==> config.mk <==
export PLATFORM = sky130hd
export DESIGN_NAME = seq_stream_ctrl
export DESIGN_NICKNAME = d
export VERILOG_FILES = /design/src/rtl/seq_pkg.sv /design/src/rtl/seq_piso.sv /design/src/rtl/seq_stream_ctrl.sv
export SDC_FILE = /design/constraint.sdc
export NUM_CORES = 1
export LEC_CHECK = 0
export CORE_MARGIN = 3
export CORE_UTILIZATION = 35
export CTS_CLUSTER_DIAMETER = 60
export DETAILED_ROUTE_END_ITERATION = 8
export GPL_ROUTABILITY_DRIVEN = 1
export PLACE_DENSITY = 0.59
export SETUP_SLACK_MARGIN = 0.05
export SLEW_MARGIN = 0
export SYNTH_ARGS = -nofsm -noshare
export SYNTH_HDL_FRONTEND = slang
export SYNTH_HIERARCHICAL = 1
export SYNTH_SLANG_ARGS = --single-unit
==> constraint.sdc <==
create_clock -name clk -period 2.7 [get_ports clk]
set_input_delay 0.54 -clock clk [delete_from_list [all_inputs] [get_ports clk]]
set_output_delay 0.54 -clock clk [all_outputs]
set_load 0.05 [all_outputs]
==> src/rtl/seq_pkg.sv <==
// Shared types and default widths for the bit-serial detector sequencer.
`timescale 1ns/1ps
package seq_pkg;
    typedef enum logic [1:0] {
        IDLE  = 2'd0,
        LOAD  = 2'd1,
        SHIFT = 2'd2
    } seq_state_t;

    localparam int WORD_W_DEF = 8;
    localparam int CNT_W_DEF  = 8;
endpackage

==> src/rtl/seq_piso.sv <==
// Parallel-in serial-out word register with a bit index and last-bit flag.
`timescale 1ns/1ps
module seq_piso #(
    parameter int WORD_W    = 8,
    parameter bit MSB_FIRST = 1'b1
) (
    input  logic              clk,
    input  logic              reset_n,
    input  logic              clr,
    input  logic              load,
    input  logic              shift,
    input  logic [WORD_W-1:0] data,
    output logic              bit_out,
    output logic              last
);
    localparam int IDX_W = (WORD_W > 1) ? $clog2(WORD_W) : 1;
    localparam logic [IDX_W-1:0] LAST_IDX = IDX_W'(WORD_W - 1);

    logic [WORD_W-1:0] sreg;
    logic [IDX_W-1:0]  bit_idx;

    // clr drops a partial word; load wins over shift so a back-to-back word lands on the last bit
    always_ff @(posedge clk or negedge reset_n) begin
        if (!reset_n) begin
            sreg    <= '0;
            bit_idx <= '0;
        end else if (clr) begin
            sreg    <= '0;
            bit_idx <= '0;
        end else if (load) begin
            sreg    <= data;
            bit_idx <= '0;
        end else if (shift) begin
            sreg    <= MSB_FIRST ? {sreg[WORD_W-2:0], 1'b0} : {1'b0, sreg[WORD_W-1:1]};
            bit_idx <= last ? '0 : bit_idx + 1'b1;
        end
    end

    assign bit_out = MSB_FIRST ? sreg[WORD_W-1] : sreg[0];
    assign last    = (bit_idx == LAST_IDX);
endmodule

==> src/rtl/seq_stream_ctrl.sv <==
// Feeds handshaked words bit-serially into a "0110" Mealy detector, owns its reset,
// and counts matches with a saturating counter and sticky threshold flag.
`timescale 1ns/1ps
module seq_stream_ctrl
    import seq_pkg::*;
#(
    parameter int WORD_W    = WORD_W_DEF,
    parameter int CNT_W     = CNT_W_DEF,
    parameter bit MSB_FIRST = 1'b1
) (
    input  logic              clk,
    input  logic              reset_n,
    input  logic              start,
    input  logic              stop,
    input  logic              flush,
    input  logic              in_valid,
    input  logic [WORD_W-1:0] in_data,
    output logic              in_ready,
    output logic              det_x,
    output logic              det_rst,
    input  logic              det_z,
    input  logic [CNT_W-1:0]  thresh,
    output logic              match_pulse,
    output logic [CNT_W-1:0]  match_cnt,
    output logic              thresh_hit,
    output logic              busy
);
    seq_state_t       state, state_nxt;
    logic             hs;
    logic             last_bit;
    logic             piso_bit;
    logic             shift_hit;
    logic             stats_clr;
    logic [CNT_W-1:0] cnt_upd;

    function automatic logic [CNT_W-1:0] sat_inc(input logic [CNT_W-1:0] v);
        return (&v) ? v : v + 1'b1;
    endfunction

    always_ff @(posedge clk or negedge reset_n) begin
        if (!reset_n) state <= IDLE;
        else          state <= state_nxt;
    end

    always_comb begin
        state_nxt = state;
        if (flush) begin
            state_nxt = IDLE;
        end else begin
            case (state)
                IDLE:    if (start) state_nxt = LOAD;
                LOAD:    if (hs) state_nxt = SHIFT;
                         else if (stop) state_nxt = IDLE;
                SHIFT:   if (last_bit && !hs) state_nxt = stop ? IDLE : LOAD;
                default: state_nxt = IDLE;
            endcase
        end
    end

    // Ready on the last bit lets the next word follow with no bubble, keeping the detector live
    always_comb begin
        in_ready = 1'b0;
        if (!flush) begin
            if (state == LOAD)       in_ready = 1'b1;
            else if (state == SHIFT) in_ready = last_bit && !stop;
        end
        det_rst = (state != SHIFT);
        busy    = (state != IDLE);
        det_x   = (state == SHIFT) ? piso_bit : 1'b0;
    end

    assign hs = in_valid && in_ready;

    seq_piso #(
        .WORD_W    (WORD_W),
        .MSB_FIRST (MSB_FIRST)
    ) u_piso (
        .clk     (clk),
        .reset_n (reset_n),
        .clr     (flush),
        .load    (hs),
        .shift   (state == SHIFT),
        .data    (in_data),
        .bit_out (piso_bit),
        .last    (last_bit)
    );

    assign shift_hit = (state == SHIFT) && det_z;
    assign stats_clr = (state == IDLE) && start && !flush;
    assign cnt_upd   = sat_inc(match_cnt);

    // thresh_hit is sticky: only start or reset clears it, never a thresh change
    always_ff @(posedge clk or negedge reset_n) begin
        if (!reset_n) begin
            match_pulse <= 1'b0;
            match_cnt   <= '0;
            thresh_hit  <= 1'b0;
        end else begin
            match_pulse <= shift_hit;
            if (stats_clr) begin
                match_cnt  <= '0;
                thresh_hit <= 1'b0;
            end else if (shift_hit) begin
                match_cnt <= cnt_upd;
                if ((thresh != '0) && (cnt_upd >= thresh)) thresh_hit <= 1'b1;
            end
        end
    end
endmodule

== Word-level counts from Yosys, hierarchy flattened ==
Index checks and enable logic that the tools add are counted.
Word-level totals
  register bits: 23
  logic and storage cells: 59
Operators by class
  add/subtract/negate cells: 2
  order comparisons: 1
  equality and inequality tests: 7
  multiplexer cells: 24
  reductions and logical operators: 19
Operators by type and width (count)
  $mux W8: 6
  $mux W3: 4
  $mux W2: 5
  $add A8 B1 Y8 const B: 1
  $ge A8 B8 Y1: 1
  $mux W1: 8
  $reduce_and A8 Y1: 1
  $reduce_bool A8 Y1: 1
  $logic_and A1 B1 Y1: 7
  $ne A3 B3 Y1 const B: 2
  $pmux W2 S3: 1
  $reduce_bool A2 Y1: 3
  $ne A4 B4 Y1 const B: 1
  $add A3 B1 Y3 const B: 1
  $eq A3 B3 Y1 const B: 1
  $logic_not A1 Y1: 3
  $reduce_and A3 Y1: 1
  $reduce_bool A3 Y1: 1
  $eq A2 B1 Y1 const B: 1
  $eq A2 B2 Y1 const B: 1
  $logic_not A2 Y1: 1
  $ne A2 B2 Y1 const B: 1
  $reduce_and A2 Y1: 1

== Longest topological paths before layout ==
Gate-level depths: netlist of the first run.
  depth in word-level cells: 11
  mapped depth: 10

== Modules after synthesis ==
Netlist of the first run, hierarchy kept.
By module, submodules not included
  seq_stream_ctrl: instances 1, cells each 112, area each 999.7 sq um, seq. area each 300.3 sq um
  seq_piso: instances 1, cells each 48, area each 565.5 sq um, seq. area each 275.3 sq um

== Worst setup path after synthesis of the first run ==
Ideal clock, no wire load.
  path type: reg-to-reg
  from: reg match_cnt[0]
  to: reg thresh_hit
  setup time: 0.094 ns
  arrival time: 2.710 ns
  data required time: 2.606 ns
  path slack: -0.104 ns
  stages on the path, launching flop included: 9
  clock period less this slack: 2.804 ns
  cells stage by stage: dfrtp_1 -> ha_1 -> and4_1 -> nand2_2 -> mux2_2 -> ha_1 -> a2111oi_0 -> or4_1 -> a211oi_1
Between the ends
  word-level cells in the longest chain between the ends: 6
  elaborated cells on any way between the ends: 7
  classes of those cells: add/sub: 1; order compare: 1; mux: 1; reduce/logical: 4
RTL lines
  from (decl): line seq_stream_ctrl.sv:24  | output logic [CNT_W-1:0] match_cnt,
  from (signal assigned): line seq_stream_ctrl.sv:104  | match_cnt <= cnt_upd;
  $add A8 B1 Y8 or $reduce_and A8 Y1 (tied branches): line seq_stream_ctrl.sv:37  | return (&v) ? v : v + 1'b1;
  $mux W8 *: line seq_stream_ctrl.sv:37
  $ge A8 B8 Y1 *: line seq_stream_ctrl.sv:105  | if ((thresh != '0) && (cnt_upd >= thresh)) thresh_hit <= 1'b1;
  $logic_and A1 B1 Y1 *: line seq_stream_ctrl.sv:105
  $reduce_bool A2 Y1 (no line) *
  $reduce_and A2 Y1 (no line) *
  to (signal assigned): line seq_stream_ctrl.sv:97  | thresh_hit <= 1'b0;
  to (signal assigned): line seq_stream_ctrl.sv:102  | thresh_hit <= 1'b0;
  to (signal assigned): line seq_stream_ctrl.sv:105
  to (decl): line seq_stream_ctrl.sv:25  | output logic thresh_hit,
Every way passes the cells marked *; elsewhere a longest branch is shown, timed or not.
A chain may end at the register's enable or synchronous reset.

== Worst setup path after layout of the first run ==
Same ends and word-level chain as after synthesis.

==> results.md, run 1 <==
- Number of core rows: 23
- CP max FO: 7
- Vias in the first global route: 1358
- Most area-hungry cell type in the Yosys netlist: sky130_fd_sc_hd__dfrtp_1
- Element type at the critical path end: flop
- Total iterations of the first detailed-routing run: 4
- Hold_buf cts: 0
- Sequential area share after synthesis: 36.8%
- Fraction of final layout cells sized beyond drive strength 1: 12.9%
- Overflow left after global routing: 0
- Accumulated negative setup slack: 0 ns
- Core footprint: 4140 um2
- Hold Slack: 0.572 ns
- Post-route ant nets: 0
- Largest net degree at the start of global routing: 24
- Kind of cell adding the most delay to the critical path: simple AND/OR/NAND/NOR gates
- Number of synthesized register bits: 23
- Fmax achieved: 398 MHz
- Largest stage delay on the critical path: 0.47 ns
- Crit-path most repeated cell: sky130_fd_sc_hd__ha_1
- Count of input and output buffers: 36
- Yosys Warn Count: 6
- Cell Pwr Density: 370 nW/um2
- DP HPWL: 2.75 mm
- Global-route wire length before repair: 6.48 mm
- Die Ht: 72.9 um
- Tcrit/Tclk final: 93.1%
- Clock transition at the register clock pins on the worst setup and hold paths after CTS: 0.08 ns
- Syn Nets: 194
- Number of nets in the layout: 236
- Via/cell ratio: 5.31
- Final setup viols: 0
- DRC violations left: 0
- Number of buffers on the longest clock path: 2
- Launching element type of the critical path: flop
- Detailed-route via count: 1334
- Mean instance size in the synthesized netlist: 9.78 um2
- Max-slew headroom at the worst pin: 65.2%
- Initial standard-cell utilization of the core: 37.8%
- Post-synth top area share: 36.8%
- Hold Fails Final Rpt: 0
- Min-delay worst type: flop to flop
- Number of distinct standard cells referenced by the synthesized netlist: 45
- Number of antenna diodes: 0
- Clock Latency Late Sink: 0.26 ns
- Setup repair after global routing missed its margin: true
- Leakage power of the design: 0.907 nW
- CTS tree: yes
- Top-level port count: 37
- Post-synth ARST share: 100%
- Main synth FF type: sky130_fd_sc_hd__dfrtp_1
- Crit-path cells: ha_1 > and4_2 > nand2_4 > mux2_2 > ha_1 > a2111oi_0 > or4_1 > a211oi_1
- First-iteration detailed-routing DRC count: 102
- Netlist area before placement: 1570 um2
- Total global-route track usage: 15.2%
- Max-cap viol count: 0
- TritonCTS Buffers: 3
- Clock root buffer: sky130_fd_sc_hd__clkbuf_8
- Most common cell after layout, fill and taps aside: sky130_fd_sc_hd__clkdlybuf4s50_1
- Time the final worst path needs with I/O delays and setup: 2.51 ns
- Antenna violations before repair: 0
- Critical path's slowest cell: sky130_fd_sc_hd__or4_1
- Largest vdd supply drop: 0.000288 V
- Die Footprint: 5310 um2
- Dominant cells by area after synthesis: sky130_fd_sc_hd__dfrtp_1 (37%), sky130_fd_sc_hd__ha_1 (8.8%), sky130_fd_sc_hd__mux2i_1 (5.8%)
- Syn-to-layout area delta: 32.5%
- Post-Syn Instances: 160
- Most frequent cells in the layout: sky130_fd_sc_hd__clkdlybuf4s50_1 (34), sky130_fd_sc_hd__dfrtp_1 (21), sky130_fd_sc_hd__a21oi_1 (11), sky130_fd_sc_hd__ha_1 (11), sky130_fd_sc_hd__inv_1 (10)
- Final std cell area, no fill: 2070 um2
- Buf+Inv Stages, Crit Path: 0
- Post-synth EDFFs: 0
- Arrival time worst endpoint: 2.69 ns
- Num Clock Sinks: 23
- Clk_skew: 0.00205 ns
- Max Transition Viols Final: 0
- Overall routed net length: 3.65 mm
- Status: finished, final reports clean
- Overall power of the completed layout: 0.768 mW
- Crit Path Class: flop to flop
- Die Span X: 72.9 um
- Worst-Margin Slew: 0.509 ns
- Routed wire length per instance: 14.5 um
- Number of levels the H-tree was split into: 1
- Placement Cell Area: 2010 um2
- Required time of the worst setup path: 2.87 ns
- Placer congestion estimate: 0.818
==> worst paths after layout <==
kind | depth (start not counted) | end | slack, ns | from
min reg2reg | 1 | match_cnt[1] | 0.57 | match_cnt[1]
max reg2reg | 8 | thresh_hit | 0.19 | match_cnt[0]
min | 1 | match_cnt[1] | 0.57 | match_cnt[1]
max in group asynchronous | 2 | match_cnt[0] | 1.81 | reset_n
min in group asynchronous | 2 | u_piso/sreg[5] | 0.63 | reset_n
max | 8 | thresh_hit | 0.19 | match_cnt[0]
==> stage by stage <==
step / instances / setup slack [ns] / utilization (%)
after global placement: 246 / 0.196 / 48.5
after global routing: 251 / 0.0414 / 50.0
after floorplan: 160 / 0.0676 / -
after CTS: 250 / 0.126 / 49.5
final: 251 / 0.187 / 50.0
after detailed placement: 246 / 0.166 / 48.5
==> metal layers <==
metal | vias to the layer above | GRT usage, % | part of all wire, %
met5 | - | 0 | 0
met4 | 0 | 1.84 | 0.36
met3 | 2 | 4.41 | 5.3
met2 | 31 | 23.5 | 44
met1 | 635 | 21.8 | 50
li1 | 666 | - | -
==> registers in the layout (all words and copies together), names as in the netlist <==
signal	cells
u_piso/bit_idx	3
match_cnt	8
state	2
thresh_hit	1
u_piso/sreg	8
match_pulse	1
==> cell usage after synthesis (2+ instances only) <==
library cell and count:
sky130_fd_sc_hd__nor4_1 2, sky130_fd_sc_hd__nand3_1 3, sky130_fd_sc_hd__a21oi_1 12, sky130_fd_sc_hd__a31oi_1 4, sky130_fd_sc_hd__nand4_1 2, sky130_fd_sc_hd__nor2b_1 8
sky130_fd_sc_hd__inv_1 10, sky130_fd_sc_hd__buf_2 3, sky130_fd_sc_hd__a311oi_1 2, sky130_fd_sc_hd__ha_1 11, sky130_fd_sc_hd__nor3_1 5, sky130_fd_sc_hd__nand2_1 9
sky130_fd_sc_hd__a22o_1 2, sky130_fd_sc_hd__and4_1 2, sky130_fd_sc_hd__or3b_1 2, sky130_fd_sc_hd__dfrtp_1 23, sky130_fd_sc_hd__and2_1 2, sky130_fd_sc_hd__nand2b_1 2
sky130_fd_sc_hd__a211oi_1 8, sky130_fd_sc_hd__a2111oi_0 2, sky130_fd_sc_hd__inv_6 2, sky130_fd_sc_hd__nor2_1 9, sky130_fd_sc_hd__mux2i_1 9, sky130_fd_sc_hd__xnor2_1 2
sky130_fd_sc_hd__o21ai_2 2, sky130_fd_sc_hd__o21a_1 3
==> kinds of logic (layout without fill, tap and decap cells) <==
| logic type | count (synthesis) | count (layout) | synth area share, % |
|---|---|---|---|
| fa+ha+maj | 11 | 11 | 8.79 |
| flops | 23 | 23 | 36.8 |
| mux | 11 | 11 | 7.43 |
| compound gates | 40 | 40 | 17.9 |
| buf+inv | 17 | 58 | 5.44 |
| simple gates | 55 | 55 | 22.0 |
| xor+xnor | 3 | 3 | 1.68 |
==> cell type report <==
cell class              count  area [um2]
fillers                   386        2070
multi-input cells         120         915
flip-flops and latches     23         578
repair buffers             42         418
well taps                  50        62.6
inverters                  12        55.1
clock buffers               4        45.0
==> what timing repair did <==
action	in CTS	in global routing
endpoints found under the setup margin	0	2
gates resized for setup	0	4
buffers inserted	0	1
==> power by group <==
group	internal [mW]	switching, mW	leakage, nW	total (mW)
logic	0.0910	0.0925	0.569	0.184
registers	0.356	0.0127	0.315	0.369
clock network	0.105	0.110	0.0228	0.215
(Power assumes the default switching activity.)
==> run 2: changes to the inputs <==
--- a/config.mk
+++ b/config.mk
@@ -10,9 +10,10 @@
 export CTS_CLUSTER_DIAMETER = 60
 export DETAILED_ROUTE_END_ITERATION = 8
 export GPL_ROUTABILITY_DRIVEN = 1
+export MAX_ROUTING_LAYER = met4
 export PLACE_DENSITY = 0.59
 export SETUP_SLACK_MARGIN = 0.05
-export SLEW_MARGIN = 0
+export SLEW_MARGIN = 20
 export SYNTH_ARGS = -nofsm -noshare
 export SYNTH_HDL_FRONTEND = slang
 export SYNTH_HIERARCHICAL = 1
==> results.md, run 2 (synthesis results as in run 1) <==
- Switching fraction of total power: 28.0% (about the same)
- DRC violations left: 0 (unchanged)
- Share of power burned in registers: 48.1% (about the same)
- Accumulated negative setup slack: 0 ns (unchanged)
- Number of core rows: 23 (unchanged)
- Comb pwr share: 23.9% (about the same)
- TritonCTS Buffers: 3 (unchanged)
- Number of antenna diodes: 0 (unchanged)
- Met3 track demand over resource: 4.13% (was 4.41%)
- Min-delay worst type: flop to flop (unchanged)
- Leakage power of the design: 0.907 nW (unchanged)
- Fmax achieved: 398 MHz (about the same)
- Power Internal: 0.552 mW (about the same)
- Initial standard-cell utilization of the core: 37.8% (unchanged)
- Total iterations of the first detailed-routing run: 4 (unchanged)
- CP max FO: 7 (unchanged)
- Instance count after placement with tap cells included: 246 (unchanged)
- Top-level port count: 37 (unchanged)
- Syn-to-layout area delta: 32.5% (unchanged)
- Tcrit/Tclk final: 93.1% (about the same)
- Die Span X: 72.9 um (unchanged)
- DP HPWL: 2.75 mm (unchanged)
- Beginning of the worst register-to-register path: match_cnt[0] (unchanged)
- Worst-Margin Slew: 0.510 ns (was 0.509 ns)
- Hold_buf cts: 0 (unchanged)
- Final std cell area, no fill: 2070 um2 (unchanged)
- Status: finished, final reports clean (unchanged)
- Crit-path cells: ha_1 > and4_2 > nand2_4 > mux2_2 > ha_1 > a2111oi_0 > or4_1 > a211oi_1 (unchanged)
- Critical path's slowest cell: sky130_fd_sc_hd__or4_1 (unchanged)
- Number of buffers on the longest clock path: 2 (unchanged)
- Post-route ant nets: 0 (unchanged)
- R2R Path End: thresh_hit (unchanged)
- Launching element type of the critical path: flop (unchanged)
- Largest net degree at the start of global routing: 24 (unchanged)
- Clk_skew: 0.00195 ns (was 0.00205 ns)
- Routed wire length per instance: 14.5 um (about the same)
- Sw Pwr: 0.215 mW (about the same)
- Antenna violations before repair: 0 (unchanged)
- Die Ht: 72.9 um (unchanged)
- CTS tree: yes (unchanged)
- Global-route wire length before repair: 6.51 mm (was 6.48 mm)
- Core footprint: 4140 um2 (unchanged)
- Die Footprint: 5310 um2 (unchanged)
- Count of input and output buffers: 36 (unchanged)
- Final setup viols: 0 (unchanged)
- Total global-route track usage: 15.7% (was 15.2%)
- Crit-path most repeated cell: sky130_fd_sc_hd__ha_1 (unchanged)
- Vias in the first global route: 1351 (was 1358)
- Cell depth of the worst flop-to-flop path: 8 (unchanged)
- Terminating pin of the worst hold path: match_cnt[1] (unchanged)
- Startpoint of the most critical hold path: match_cnt[1] (unchanged)
- Overflow left after global routing: 0 (unchanged)
- Required time of the worst setup path: 2.87 ns (about the same)
- Clock transition at the register clock pins on the worst setup and hold paths after CTS: 0.08 ns (about the same)
- Clock Power Share: 28.0% (about the same)
- Max-cap viol count: 0 (unchanged)
- Most frequent cells in the layout: sky130_fd_sc_hd__clkdlybuf4s50_1 (34), sky130_fd_sc_hd__dfrtp_1 (21), sky130_fd_sc_hd__a21oi_1 (11), sky130_fd_sc_hd__ha_1 (11), sky130_fd_sc_hd__inv_1 (10) (unchanged)
- Time the final worst path needs with I/O delays and setup: 2.51 ns (about the same)
- Cell Pwr Density: 370 nW/um2 (about the same)
- Finished Layout Cells: 251 (unchanged)
- Global routing met2 resource utilization: 23.5% (unchanged)
- Element type at the critical path end: flop (unchanged)
- First-iteration detailed-routing DRC count: 98 (was 102)
- Max-slew headroom at the worst pin: 65.1% (was 65.2%)
- Largest registers: match_cnt: 8 flops, u_piso/sreg: 8 flops, u_piso/bit_idx: 3 flops (unchanged)
- Placer congestion estimate: 0.830 (was 0.818)
- Clock root buffer: sky130_fd_sc_hd__clkbuf_8 (unchanged)
- Fraction of final layout cells sized beyond drive strength 1: 12.9% (unchanged)
- Overall routed net length: 3.63 mm (was 3.65 mm)
- Via/cell ratio: 5.32 (was 5.31)
- Largest vdd supply drop: 0.000288 V (about the same)
- Num Clock Sinks: 23 (unchanged)
- Worst R2R Setup Slack: 0.19 ns (about the same)
- Met1 usage: 22.1% (was 21.8%)
- Number of nets in the layout: 236 (unchanged)
- Max Transition Viols Final: 0 (unchanged)
- Hold Slack: 0.573 ns (was 0.572 ns)
- Most crowded layer after global routing: met2 (unchanged)
- Number of levels the H-tree was split into: 1 (unchanged)
- Crit Path Class: flop to flop (unchanged)
- Setup repair after global routing missed its margin: true (unchanged)
- Clock Latency Late Sink: 0.26 ns (about the same)
- Worst hold path cell count: 1 (unchanged)
- Most common cell after layout, fill and taps aside: sky130_fd_sc_hd__clkdlybuf4s50_1 (unchanged)
- Hold Fails Final Rpt: 0 (unchanged)
- Largest stage delay on the critical path: 0.47 ns (about the same)
- Arrival time worst endpoint: 2.69 ns (about the same)
- Placement Cell Area: 2010 um2 (unchanged)
- Detailed-route via count: 1335 (was 1334)
[run 2: cell counts in the layout (fill, tap and decap cells not counted)]
No cell type changed its count.
[run 2: final cells by class]
class	count	area, um2
Clock buffer	4	45.0
Fill cell	386	2070
Inverter	12	55.1
Multi-Input combinational cell	120	915
Sequential cell	23	578
Tap cell	50	62.6
Timing Repair Buffer	42	418
[run 2: worst max-delay path, delay by kind of cell (launching register included)]
kind,cells,cell delay [ns]
and+or+nand+nor,3,0.87
adders and majority gates,2,0.49
DFF,1,0.45
muxes,1,0.34
AOI/OAI and AO/OA,2,0.27
[run 2: per-stage QoR]
| step | utilization (%) | total power, mW | setup WS [ns] |
|---|---|---|---|
| floorplan | - | 0.476 | 0.0676 |
| global placement | 48.5 | 0.552 | 0.196 |
| detailed placement | 48.5 | 0.557 | 0.166 |
| CTS | 49.5 | 0.777 | 0.126 |
| global route | 50.0 | 0.812 | 0.0414 |
| finish | 50.0 | 0.767 | 0.186 |
[run 2: power groups by stage]
stage / sequential [mW] / combinational, mW / clock, mW
after global routing: 0.371 / 0.201 / 0.239
after detailed placement: 0.377 / 0.180 / 0
after CTS: 0.370 / 0.181 / 0.226
final: 0.369 / 0.183 / 0.215
after global placement: 0.375 / 0.177 / 0
after floorplan: 0.388 / 0.0876 / 0
[run 2: how the worst max path moves through the flow]
stage,endpoint,from
after CTS,det_x,state[0]
after global placement,thresh_hit,match_cnt[0]
after global routing,thresh_hit,match_cnt[0]
after detailed placement,thresh_hit,match_cnt[0]
after floorplan,thresh_hit,match_cnt[0]
final,thresh_hit,match_cnt[0]
[run 2: routing by layer]
layer  vias to the layer above  routed length, um
met1                       636               1790
met5                         -                  0
met4                         0                 13
li1                        664                  -
met2                        33               1640
met3                         2                184
[run 2: what timing repair did]
item,CTS,global route
endpoints found under the setup margin,0,2
buffers inserted,0,1
resized for setup,0,4
==> run 3: changes to the inputs <==
--- a/config.mk
+++ b/config.mk
@@ -10,8 +10,10 @@
 export CTS_CLUSTER_DIAMETER = 60
 export DETAILED_ROUTE_END_ITERATION = 8
 export GPL_ROUTABILITY_DRIVEN = 1
+export HOLD_SLACK_MARGIN = 0.03
 export MAX_ROUTING_LAYER = met4
 export PLACE_DENSITY = 0.59
+export REMOVE_ABC_BUFFERS = 1
 export SETUP_SLACK_MARGIN = 0.05
 export SLEW_MARGIN = 20
 export SYNTH_ARGS = -nofsm -noshare
==> results.md, run 3 (synthesis results as in run 1) <==
- DRC violations left: 0 (unchanged)
- Status: finished, final reports clean (unchanged)
- Max-cap viol count: 0 (unchanged)
- Hold Slack: 0.581 ns (was 0.573 ns)
- Most frequent cells in the layout: sky130_fd_sc_hd__clkdlybuf4s50_1 (35), sky130_fd_sc_hd__dfrtp_1 (22), sky130_fd_sc_hd__a21oi_1 (11), sky130_fd_sc_hd__ha_1 (11), sky130_fd_sc_hd__inv_1 (10) (was sky130_fd_sc_hd__clkdlybuf4s50_1 (34), sky130_fd_sc_hd__dfrtp_1 (21), sky130_fd_sc_hd__a21oi_1 (11), sky130_fd_sc_hd__ha_1 (11), sky130_fd_sc_hd__inv_1 (10))
- Clock transition at the register clock pins on the worst setup and hold paths after CTS: 0.08 ns (about the same)
- Critical path's slowest cell: sky130_fd_sc_hd__clkdlybuf4s50_1 (was sky130_fd_sc_hd__or4_1)
- Routed wire length per instance: 14.3 um (was 14.5 um)
- Cell Pwr Density: 366 nW/um2 (was 370 nW/um2)
- Required time of the worst setup path: 2.16 ns (was 2.87 ns)
- Startpoint of the most critical hold path: match_cnt[1] (unchanged)
- Number of antenna diodes: 0 (unchanged)
- Element type at the critical path end: primary output (was flop)
- Crit Path Class: flop to primary output (was flop to flop)
- Die Footprint: 5310 um2 (unchanged)
- Num Clock Sinks: 23 (unchanged)
- TritonCTS Buffers: 3 (unchanged)
- Overflow left after global routing: 0 (unchanged)
- Layout fillers: 398 (was 386)
- Largest net degree at the start of global routing: 24 (unchanged)
- Most common cell after layout, fill and taps aside: sky130_fd_sc_hd__clkdlybuf4s50_1 (unchanged)
- Terminating pin of the worst hold path: match_cnt[1] (unchanged)
- Clock root buffer: sky130_fd_sc_hd__clkbuf_8 (unchanged)
- DP HPWL: 2.80 mm (was 2.75 mm)
- Vias in the first global route: 1253 (was 1351)
- Detailed-route via count: 1326 (was 1335)
- Kind of cell adding the most delay to the critical path: buffers and inverters (was simple AND/OR/NAND/NOR gates)
- CP max FO: 16 (was 7)
- Setup repair after global routing missed its margin: false (was true)
- Largest registers: match_cnt: 8 flops, u_piso/sreg: 8 flops, u_piso/bit_idx: 3 flops (unchanged)
- CTS tree: yes (unchanged)
- Number of core rows: 23 (unchanged)
- Final setup viols: 0 (unchanged)
- Buf+Inv Stages, Crit Path: 2 (was 0)
- Worst R2R Setup Slack: 0.21 ns (was 0.19 ns)
- Worst hold path cell count: 1 (unchanged)
- Post-CTS Setup Inserts: 0 (unchanged)
- Placement Cell Area: 2040 um2 (was 2010 um2)
- Initial standard-cell utilization of the core: 37.8% (unchanged)
- Crit-path cells: nand2b_4 > inv_6 > and2_1 > clkdlybuf4s50_1 (was ha_1 > and4_2 > nand2_4 > mux2_2 > ha_1 > a2111oi_0 > or4_1 > a211oi_1)
- Count of input and output buffers: 36 (unchanged)
- Hold Fails Final Rpt: 0 (unchanged)
- Number of nets in the layout: 239 (was 236)
- Largest stage delay on the critical path: 0.79 ns (was 0.47 ns)
- Leakage power of the design: 0.908 nW (was 0.907 nW)
- Total global-route track usage: 14.8% (was 15.7%)
- Cell depth of the worst flop-to-flop path: 8 (unchanged)
- Clk_skew: 0.00759 ns (was 0.00195 ns)
- Beginning of the worst register-to-register path: match_cnt[1] (was match_cnt[0])
- Max-slew headroom at the worst pin: 66.2% (was 65.1%)
- First-iteration detailed-routing DRC count: 58 (was 98)
- Global-route wire length before repair: 6.09 mm (was 6.51 mm)
- Min-delay worst type: flop to flop (unchanged)
- Post-route ant nets: 0 (unchanged)
- Total iterations of the first detailed-routing run: 5 (was 4)
- R2R Path End: thresh_hit (unchanged)
- Via/cell ratio: 5.22 (was 5.32)
- Max Transition Viols Final: 0 (unchanged)
- Clock Latency Late Sink: 0.27 ns (was 0.26 ns)
- Number of buffers on the longest clock path: 2 (unchanged)
- Combined flip-flop and latch cell area: 577 um2 (was 578 um2)
- Largest vdd supply drop: 0.000292 V (was 0.000288 V)
- Number of levels the H-tree was split into: 1 (unchanged)
- Time the final worst path needs with I/O delays and setup: 2.54 ns (was 2.51 ns)
- Final std cell area, no fill: 2090 um2 (was 2070 um2)
- Top-level port count: 37 (unchanged)
- Syn-to-layout area delta: 33.7% (was 32.5%)
- Core footprint: 4140 um2 (unchanged)
- Hold_buf cts: 0 (unchanged)
- Worst-Margin Slew: 0.506 ns (was 0.510 ns)
- Die Ht: 72.9 um (unchanged)
- Fmax achieved: 393 MHz (was 398 MHz)
- Overall routed net length: 3.64 mm (was 3.63 mm)
- Multi-input combinational cell area: 915 um2 (unchanged)
- Fraction of final layout cells sized beyond drive strength 1: 14.2% (was 12.9%)
- Tcrit/Tclk final: 94.2% (was 93.1%)
- Antenna violations before repair: 0 (unchanged)
- Arrival time worst endpoint: 2.00 ns (was 2.69 ns)
- Die Span X: 72.9 um (unchanged)
- Placer congestion estimate: 0.844 (was 0.830)
- Launching element type of the critical path: flop (unchanged)
- Worst setup path start: state[0] (was match_cnt[0])
## run 3: routing by layer
metal | up-vias | GRT usage [%] | routed length (um)
met5 | - | - | 0
met4 | 0 | 3.89 | 42
met3 | 4 | 3.58 | 163
met2 | 31 | 21.2 | 1610
met1 | 616 | 20.8 | 1820
li1 | 675 | - | -
## run 3: what timing repair did
item                                    CTS  global route
hold endpoints to repair                  0             0
endpoints found under the setup margin    0             1
resized for setup                         0             4
## run 3: power breakdown
| group | internal, mW | switching [mW] | total, mW |
|---|---|---|---|
| Clock | 0.103 | 0.110 | 0.213 |
| Combinational | 0.0921 | 0.0950 | 0.187 |
| Sequential | 0.356 | 0.00965 | 0.365 |
## run 3: worst max-delay path by stage
stage	end	slack, ns	cells past startpoint
floorplan	thresh_hit	-0.10	8
global placement	thresh_hit	0.24	8
detailed placement	thresh_hit	0.18	8
CTS	det_x	0.14	4
global route	thresh_hit	0.06	8
finish	det_x	0.16	4
## run 3: cell type report
cell class / instances / share of cell area [%]
repair buffers: 45 / 20.9
well taps: 50 / 2.99
flip-flops and latches: 23 / 27.6
clock inverters: 1 / 0.239
inverters: 12 / 2.63
clock buffers: 3 / 1.97
multi-input cells: 120 / 43.7
## run 3: worst register-to-register path, stage by stage (launching register included)
cell                        delay, ns
sky130_fd_sc_hd__dfrtp_2         0.44
sky130_fd_sc_hd__ha_1            0.20
sky130_fd_sc_hd__and4_2          0.29
sky130_fd_sc_hd__nand2_4         0.11
sky130_fd_sc_hd__mux2_2          0.34
sky130_fd_sc_hd__ha_1            0.27
sky130_fd_sc_hd__a2111oi_0       0.08
sky130_fd_sc_hd__or4_1           0.47
sky130_fd_sc_hd__a211oi_1        0.21
## run 3: through the flow
stage	total power, mW	worst slack, ns	utilization, %	instances	setup TNS, ns
finish	0.766	0.157	50.5	254	0
detailed placement	0.560	0.179	49.1	250	0
global placement	0.556	0.236	49.1	250	0
CTS	0.783	0.136	50.2	254	0
global route	0.811	0.0576	50.5	254	0
floorplan	0.471	-0.104	-	155	-0.104
